--- src/rtl/armleocpu_simple_bus_arbiter.sv ---
// Round-robin arbiter: N valid/ready requesters share one simple-bus
// peripheral port, one transaction outstanding, registered response.
//
// Ports:
//   clk, rst_n          clock, async active-low reset
//   req_valid/ready     per-requester request handshake
//   req_write/address   packed request payload (address, wdata, wstrb)
//   req_wdata/wstrb
//   rsp_valid/ready     per-requester response handshake
//   rsp_rdata/rsp_resp  shared registered response (00 OK, 10 SLVERR, 11 DECERR)
//   address, write,     simple-bus master side
//   write_data, write_byteenable, read
//   read_data, address_error, write_error   simple-bus slave returns
module armleocpu_simple_bus_arbiter #(
    parameter int N          = 2,
    parameter int ADDR_WIDTH = 34
) (
    input  logic                    clk,
    input  logic                    rst_n,
    input  logic [N-1:0]            req_valid,
    output logic [N-1:0]            req_ready,
    input  logic [N-1:0]            req_write,
    input  logic [N*ADDR_WIDTH-1:0] req_address,
    input  logic [N*32-1:0]         req_wdata,
    input  logic [N*4-1:0]          req_wstrb,
    output logic [N-1:0]            rsp_valid,
    input  logic [N-1:0]            rsp_ready,
    output logic [31:0]             rsp_rdata,
    output logic [1:0]              rsp_resp,
    output logic [ADDR_WIDTH-1:0]   address,
    output logic                    write,
    output logic [31:0]             write_data,
    output logic [3:0]              write_byteenable,
    output logic                    read,
    input  logic [31:0]             read_data,
    input  logic                    address_error,
    input  logic                    write_error
);

    localparam int IW = (N > 1) ? $clog2(N) : 1;

    typedef enum logic {
        IDLE,
        RESPOND
    } state_t;

    state_t        state;
    logic [IW-1:0] rr_ptr;
    logic [IW-1:0] gnt_idx;
    logic [IW-1:0] winner;
    logic [IW-1:0] cand;
    logic          found;
    logic          accept;
    logic [1:0]    resp_next;

    // Scan starts just after the last winner, so it becomes lowest priority.
    always_comb begin
        found  = 1'b0;
        winner = '0;
        cand   = '0;
        for (int k = 1; k <= N; k++) begin
            cand = IW'((int'(rr_ptr) + k) % N);
            if (!found && req_valid[cand]) begin
                found  = 1'b1;
                winner = cand;
            end
        end
    end

    // rst_n gating keeps handshakes and strobes quiet while reset is held.
    assign accept = (state == IDLE) && found && rst_n;

    // With no winner, winner is 0, so the bus shows requester 0's payload.
    always_comb begin
        req_ready        = '0;
        address          = req_address[winner*ADDR_WIDTH +: ADDR_WIDTH];
        write_data       = req_wdata[winner*32 +: 32];
        write_byteenable = req_wstrb[winner*4 +: 4];
        write            = accept && req_write[winner];
        read             = accept && !req_write[winner];
        if (accept) begin
            req_ready = N'(1) << winner;
        end
    end

    // Strobe still goes out on error; the slave is expected to ignore it.
    always_comb begin
        resp_next = 2'b00;
        if (address_error) begin
            resp_next = 2'b11;
        end else if (req_write[winner] && write_error) begin
            resp_next = 2'b10;
        end else if (address[1:0] != 2'b00) begin
            resp_next = 2'b10;
        end
    end

    always_ff @(posedge clk or negedge rst_n) begin
        if (!rst_n) begin
            state     <= IDLE;
            rr_ptr    <= IW'(N - 1);
            gnt_idx   <= '0;
            rsp_rdata <= '0;
            rsp_resp  <= 2'b00;
            rsp_valid <= '0;
        end else begin
            case (state)
                IDLE: begin
                    if (accept) begin
                        gnt_idx   <= winner;
                        rr_ptr    <= winner;
                        rsp_rdata <= req_write[winner] ? 32'd0 : read_data;
                        rsp_resp  <= resp_next;
                        rsp_valid <= N'(1) << winner;
                        state     <= RESPOND;
                    end
                end
                RESPOND: begin
                    if (rsp_ready[gnt_idx]) begin
                        rsp_valid <= '0;
                        state     <= IDLE;
                    end
                end
                default: begin
                    state <= IDLE;
                end
            endcase
        end
    end

endmodule

--- config.mk ---
export PLATFORM = sky130hd
export DESIGN_NAME = armleocpu_simple_bus_arbiter
export DESIGN_NICKNAME = d
export VERILOG_FILES = /design/src/rtl/armleocpu_simple_bus_arbiter.sv
export SDC_FILE = /design/constraint.sdc
export NUM_CORES = 1
export LEC_CHECK = 0
export BUFFER_PORTS_ARGS = -buffer_cell sky130_fd_sc_hd__buf_2
export CORE_AREA = 10 10 106 108
export DETAILED_ROUTE_END_ITERATION = 6
export DIE_AREA = 0 0 116 118
export PLACE_DENSITY_LB_ADDON = 0.08
export SETUP_SLACK_MARGIN = 0.3
export SLEW_MARGIN = 20
export SYNTH_ARGS = -nofsm -noshare
export SYNTH_HDL_FRONTEND = slang
export SYNTH_SLANG_ARGS = --single-unit
--- constraint.sdc ---
create_clock -name clk -period 4.1 [get_ports clk]
set_input_delay 0.615 -clock clk [delete_from_list [all_inputs] [get_ports clk]]
set_output_delay 0.615 -clock clk [all_outputs]
set_load 0.02 [all_outputs]
[After elaboration in Yosys (flattened, before gate mapping)]
Cells that the tools add are included.
Operators by class
  add/sub/neg operators: 2
  multiply operators: 1
  $lt $le $gt $ge: 4
  eq/ne operators: 2
  shift-type cells: 4
  muxes and demuxes: 23
  bitwise gates (word level): 1
  reduce and logical (&&, ||, !) cells: 11
Operators by type and width (count)
  $shiftx A68 B8 Y34: 1
  $shiftx A64 B7 Y32: 1
  $mux W32: 1
  $mux W1: 14
  $mux W2: 6
  $lt A1 B2 Y1 const B: 4
  $shiftx A8 B4 Y4: 1
  $logic_and A1 B1 Y1: 6
  $mul A1 B5 Y6 const B: 1
  $pmux W2 S2: 1
  $reduce_and A2 Y1: 2
  $add A1 B1 Y1 const B: 2
  $logic_not A1 Y1: 2
  $ne A2 B1 Y1 const B: 1
  $ne A2 B2 Y1 const B: 1
  $pmux W1 S2: 1
  $reduce_bool A2 Y1: 1
  $shl A1 B1 Y2 const A: 1
  $not A1 Y1: 1
Storage, ports and cells
  register bits: 39
  input bits: 182
  output and inout bits: 110
  logic and storage cells: 54

[Depth between registers and ports, before layout]
  depth after elaboration: 13
  gate-level depth with buffers: 6
  depth with buffers taken out: 4

[Least setup slack after synthesis]
No wires, ideal clock.
  path kind: input port to output port
  from: in req_valid[1]
  to: out read
  arrival: 1.679 ns
  path slack: 1.806 ns
  stages on the path: 4
  buffers on the path: 1
  path through: a21boi_4 mux2i_4 buf_6 nor2b_1
Between the ends
  cells in the longest elaborated chain, start to end: 10
  elaborated cells on any way between the ends: 16
Ends and longest elaborated chain
  start, declared: RTL line 20  | input logic [N-1:0] req_valid,
  $mux W1 (implied by the code) (2 in series): RTL line 63  | if (!found && req_valid[cand]) begin
  $mux W1: RTL line 63
  $logic_not A1 Y1: RTL line 63
  $logic_and A1 B1 Y1: RTL line 63
  $mux W1: RTL line 63
  $mux W1 (implied by the code) (2 in series): RTL line 80  | read = accept && !req_write[winner];
  $logic_not A1 Y1: RTL line 80
  $logic_and A1 B1 Y1 *: RTL line 80
  end, declared: RTL line 34  | output logic read,
Every way passes the cells marked *; elsewhere a longest branch is shown, timed or not. The select of a mux whose other input is x is not followed.

[Worst setup path in the final report]
  from: in req_valid[0]
  to: out read
Same word-level chain as after synthesis.

==> summary.md <==
| Metric | Value |
|---|---|
| Outcome | `complete, no violations` |
| GRT Total Usage | `17.4%` |
| Post-cts resize count | `0` |
| Via Count | `2887` |
| First-pass GRT wire length | `18600 µm` |
| Sequential power share | `32.5%` |
| Average cell area after synthesis | `9.96 µm²` |
| Setup slack of the worst register-to-register path | `2.07 ns` |
| Worst Setup Slack post-DPL | `1.36 ns` |
| Static Leak | `2.30 nW` |
| Top fanout value on the critical path | `14` |
| Count of nets after finishing | `719` |
| Number of unique standard cell types used by synthesis | `22` |
| Final-layout fill cell count | `951` |
| Clock buffer depth | `2` |
| Power Internal | `0.000990 W` |
| Data required time of the critical path | `3.48 ns` |
| Post-synthesis cell type with the largest combined area | `sky130_fd_sc_hd__dfrtp_1` |
| Clock tree from TritonCTS | `built` |
| Class of the most critical setup path | `in2out` |
| Critical R2R Launch | `rr_ptr` |
| Post-route setup TNS | `0 ns` |
| Slew at the pin with the worst max-slew slack | `0.645 ns` |
| Min Clock Period, post-route | `2.69 ns` |
| Post-Synthesis Cells | `252` |
| Maximum number of pins on one net before global-route repair | `71` |
| Post-synthesis net count | `434` |
| Aggregate global routing overflow | `0` |
| Power density over cell area | `420 nW/µm²` |
| Startpoint class of the critical path | `input port` |
| Max-cap viol count | `0` |
| Chip Width | `116 µm` |
| Starting Density | `27.6%` |
| Switching Share | `42.5%` |
| Count of warnings emitted by yosys | `0` |
| WL per Instance | `19.8 µm` |
| H-Tree Depth | `2` |
| Predominant post-synthesis flop cell | `sky130_fd_sc_hd__dfrtp_1` |
| Final Hold Fails | `0` |
| Net switching power figure | `0.000733 W` |
| Fraction of final layout cells with drive strength greater than 1 | `70.4%` |
| CP endpoint | `read` |
| Clk Latency, worst-skew pair | `0.29 ns` |
| RSZ-0062 raised after global routing | `false` |
| Fmax achieved | `371 MHz` |
| Worst-path cell chain | `buf_2 -> a21boi_4 -> mux2i_4 -> nor2b_1 -> buf_2` |
| Placer's final routability congestion estimate | `0.853` |
| Clock buffers created by TritonCTS | `5` |
| Max_slew headroom | `57.0%` |
| Post-CTS Hold Buffers | `0` |
| Rows | `35` |
| Final period utilization | `65.7%` |
| Port Buffer Count | `291` |
| Worst path arrival time | `2.08 ns` |
| Critical R2R Capture | `rsp_rdata[27]` |
| Total count of max-transition violations in the final report | `0` |
| #FFs+latches synth | `39` |
| Drt first-iter violations | `70` |
| R2R cell count | `5` |
| VDD IR-drop max | `0.000289 V` |
| Number of flops mapped to enable cells by yosys | `0` |
| Syn-to-layout area delta | `63.3%` |
| Finish-stage setup viols | `0` |
| Sequential area share after synthesis | `38.9%` |
| Area share of the largest cell type after synthesis | `37.9%` |
| Most Frequent Cell on Critical Path | `sky130_fd_sc_hd__buf_2` |
| Type of the tightest min-delay check | `in2async` |
| Die boundary height | `118 µm` |
| FFs w/ async S/R, synth | `100%` |
| Post-route clock skew | `0.00549 ns` |
| Power share of the combinational group | `52.3%` |
| Number of post-CTS setup repair buffers | `0` |
| Wire length reported by the detailed router | `12900 µm` |
| Core Region | `9110 µm²` |
| Root Buffer | `sky130_fd_sc_hd__clkbuf_8` |
| Clock-pin slew of the registers on the worst-case setup and hold paths | `0.07 ns` |
| Via count of the first global-routing pass | `3051` |
| Number of remaining DRC errors | `0` |
| Launching instance or port of the critical path | `req_valid[0]` |
| Worst Setup Slack, final | `1.41 ns` |
| Crit-path slowest cell | `sky130_fd_sc_hd__mux2i_4` |
| CTS sink cnt | `39` |
| Clock share of power | `15.2%` |
| Top cells by area in the synthesized netlist | `sky130_fd_sc_hd__dfrtp_1 (38%), sky130_fd_sc_hd__mux2_2 (31%), sky130_fd_sc_hd__nand2_1 (11%)` |
| Ratio of routed vias to standard cells | `4.44` |
| Slowest cell delay on critical path | `0.50 ns` |
| Antenna violations before repair | `3` |
| Post-DP HPWL | `11100 µm` |
| I/O pin total | `292` |
| Worst hold-check slack | `0.419 ns` |
| Post-route antenna net violation count | `0` |
| Cell area after synthesis | `2510 µm²` |
| Die area | `13700 µm²` |
| Utilization after layout | `45.0%` |
| Crit path capture type | `output port` |
| Detailed Routing Iterations Pass 1 | `4` |
| Power Total | `0.00172 W` |
-- synthesized netlist by cell type, drive strengths merged (2+ instances only) --
cell type and count:
nand2 74, mux2 70, dfrtp 38, o21ai 32, buf 15, a21o 4, clkbuf 4, nor2 3
inv 2, mux2i 2
-- cell families after synthesis --
logic type / after synthesis / synth area share (%)
flops: 39 / 38.9
simple gates: 79 / 12.0
buf+inv: 21 / 6.58
compound gates: 41 / 9.82
mux: 72 / 32.7
-- sequential cells by signal, indices dropped and copies added (netlist names) --
| signal | cells |
|---|---|
| rr_ptr | 1 |
| state | 1 |
| rsp_rdata | 32 |
| rsp_resp | 2 |
| gnt_idx | 1 |
| rsp_valid | 2 |
-- per-layer routing --
layer / global-route usage (%) / share of wire [%]
met1: 19.0 / 38
met5: 0 / 0.14
met4: 3.91 / 0.89
met3: 7.95 / 11
met2: 29.8 / 50
-- layout make-up --
| type | instances | area [µm²] | area share [%] |
|---|---|---|---|
| clock inverter | 1 | 5.00 | 0.122 |
| sequential | 39 | 977 | 23.8 |
| timing repair buffer | 297 | 1510 | 36.9 |
| multi-input combinational | 192 | 1370 | 33.4 |
| antenna | 2 | 5.00 | 0.122 |
| inverter | 2 | 7.51 | 0.183 |
| tap | 111 | 139 | 3.39 |
| clock buffer | 6 | 82.6 | 2.02 |
-- power groups by stage --
stage	registers, W	clock network (W)	logic [W]
2_1_floorplan	0.000693	0	0.000448
3_3_place_gp	0.000562	0	0.000909
3_5_place_dp	0.000565	0	0.000918
4_1_cts	0.000562	0.000274	0.000918
5_1_grt	0.000578	0.000288	0.000979
6_report	0.000560	0.000263	0.000901
-- per-stage QoR --
step | cells | cell area, µm²
3_3_place_gp | 641 | 4010
5_1_grt | 650 | 4100
6_report | 650 | 4100
3_5_place_dp | 641 | 4010
2_1_floorplan | 252 | 2510
4_1_cts | 648 | 4090
-- critical path: cells and delay by family --
kind / cells / cell delay [ns]
and+or+nand+nor: 1 / 0.17
buffers and inverters: 2 / 0.30
muxes: 1 / 0.50
AOI/OAI and AO/OA: 1 / 0.48
-- worst min path at each step --
stage	startpoint	to
2_1_floorplan	rst_n	gnt_idx
3_3_place_gp	rsp_valid[0]	rsp_valid[0]
3_5_place_dp	rsp_valid[1]	rsp_valid[1]
4_1_cts	rst_n	rsp_rdata[23]
5_1_grt	rst_n	rsp_resp[0]
6_report	rst_n	rsp_resp[0]
-- cell usage in the layout (no fill, tap or decap) --
master / n
sky130_fd_sc_hd__buf_2: 291
sky130_fd_sc_hd__nand2_1: 74
sky130_fd_sc_hd__mux2_2: 70
sky130_fd_sc_hd__dfrtp_1: 38
sky130_fd_sc_hd__o21ai_1: 28
sky130_fd_sc_hd__clkbuf_8: 6
sky130_fd_sc_hd__buf_4: 5
sky130_fd_sc_hd__a21o_1: 4
sky130_fd_sc_hd__o21ai_0: 4
sky130_fd_sc_hd__nor2_1: 3
sky130_fd_sc_hd__diode_2: 2
sky130_fd_sc_hd__inv_1: 2
sky130_fd_sc_hd__a21boi_4: 1
sky130_fd_sc_hd__o211ai_1: 1
sky130_fd_sc_hd__mux2i_4: 1
sky130_fd_sc_hd__nor2b_1: 1
sky130_fd_sc_hd__mux2i_1: 1
sky130_fd_sc_hd__o21a_1: 1
sky130_fd_sc_hd__nor3_1: 1
sky130_fd_sc_hd__o31ai_1: 1
sky130_fd_sc_hd__o221ai_2: 1
sky130_fd_sc_hd__clkinv_2: 1
sky130_fd_sc_hd__buf_12: 1
sky130_fd_sc_hd__dfstp_2: 1
No activity file was read; power rests on OpenSTA's default activity.
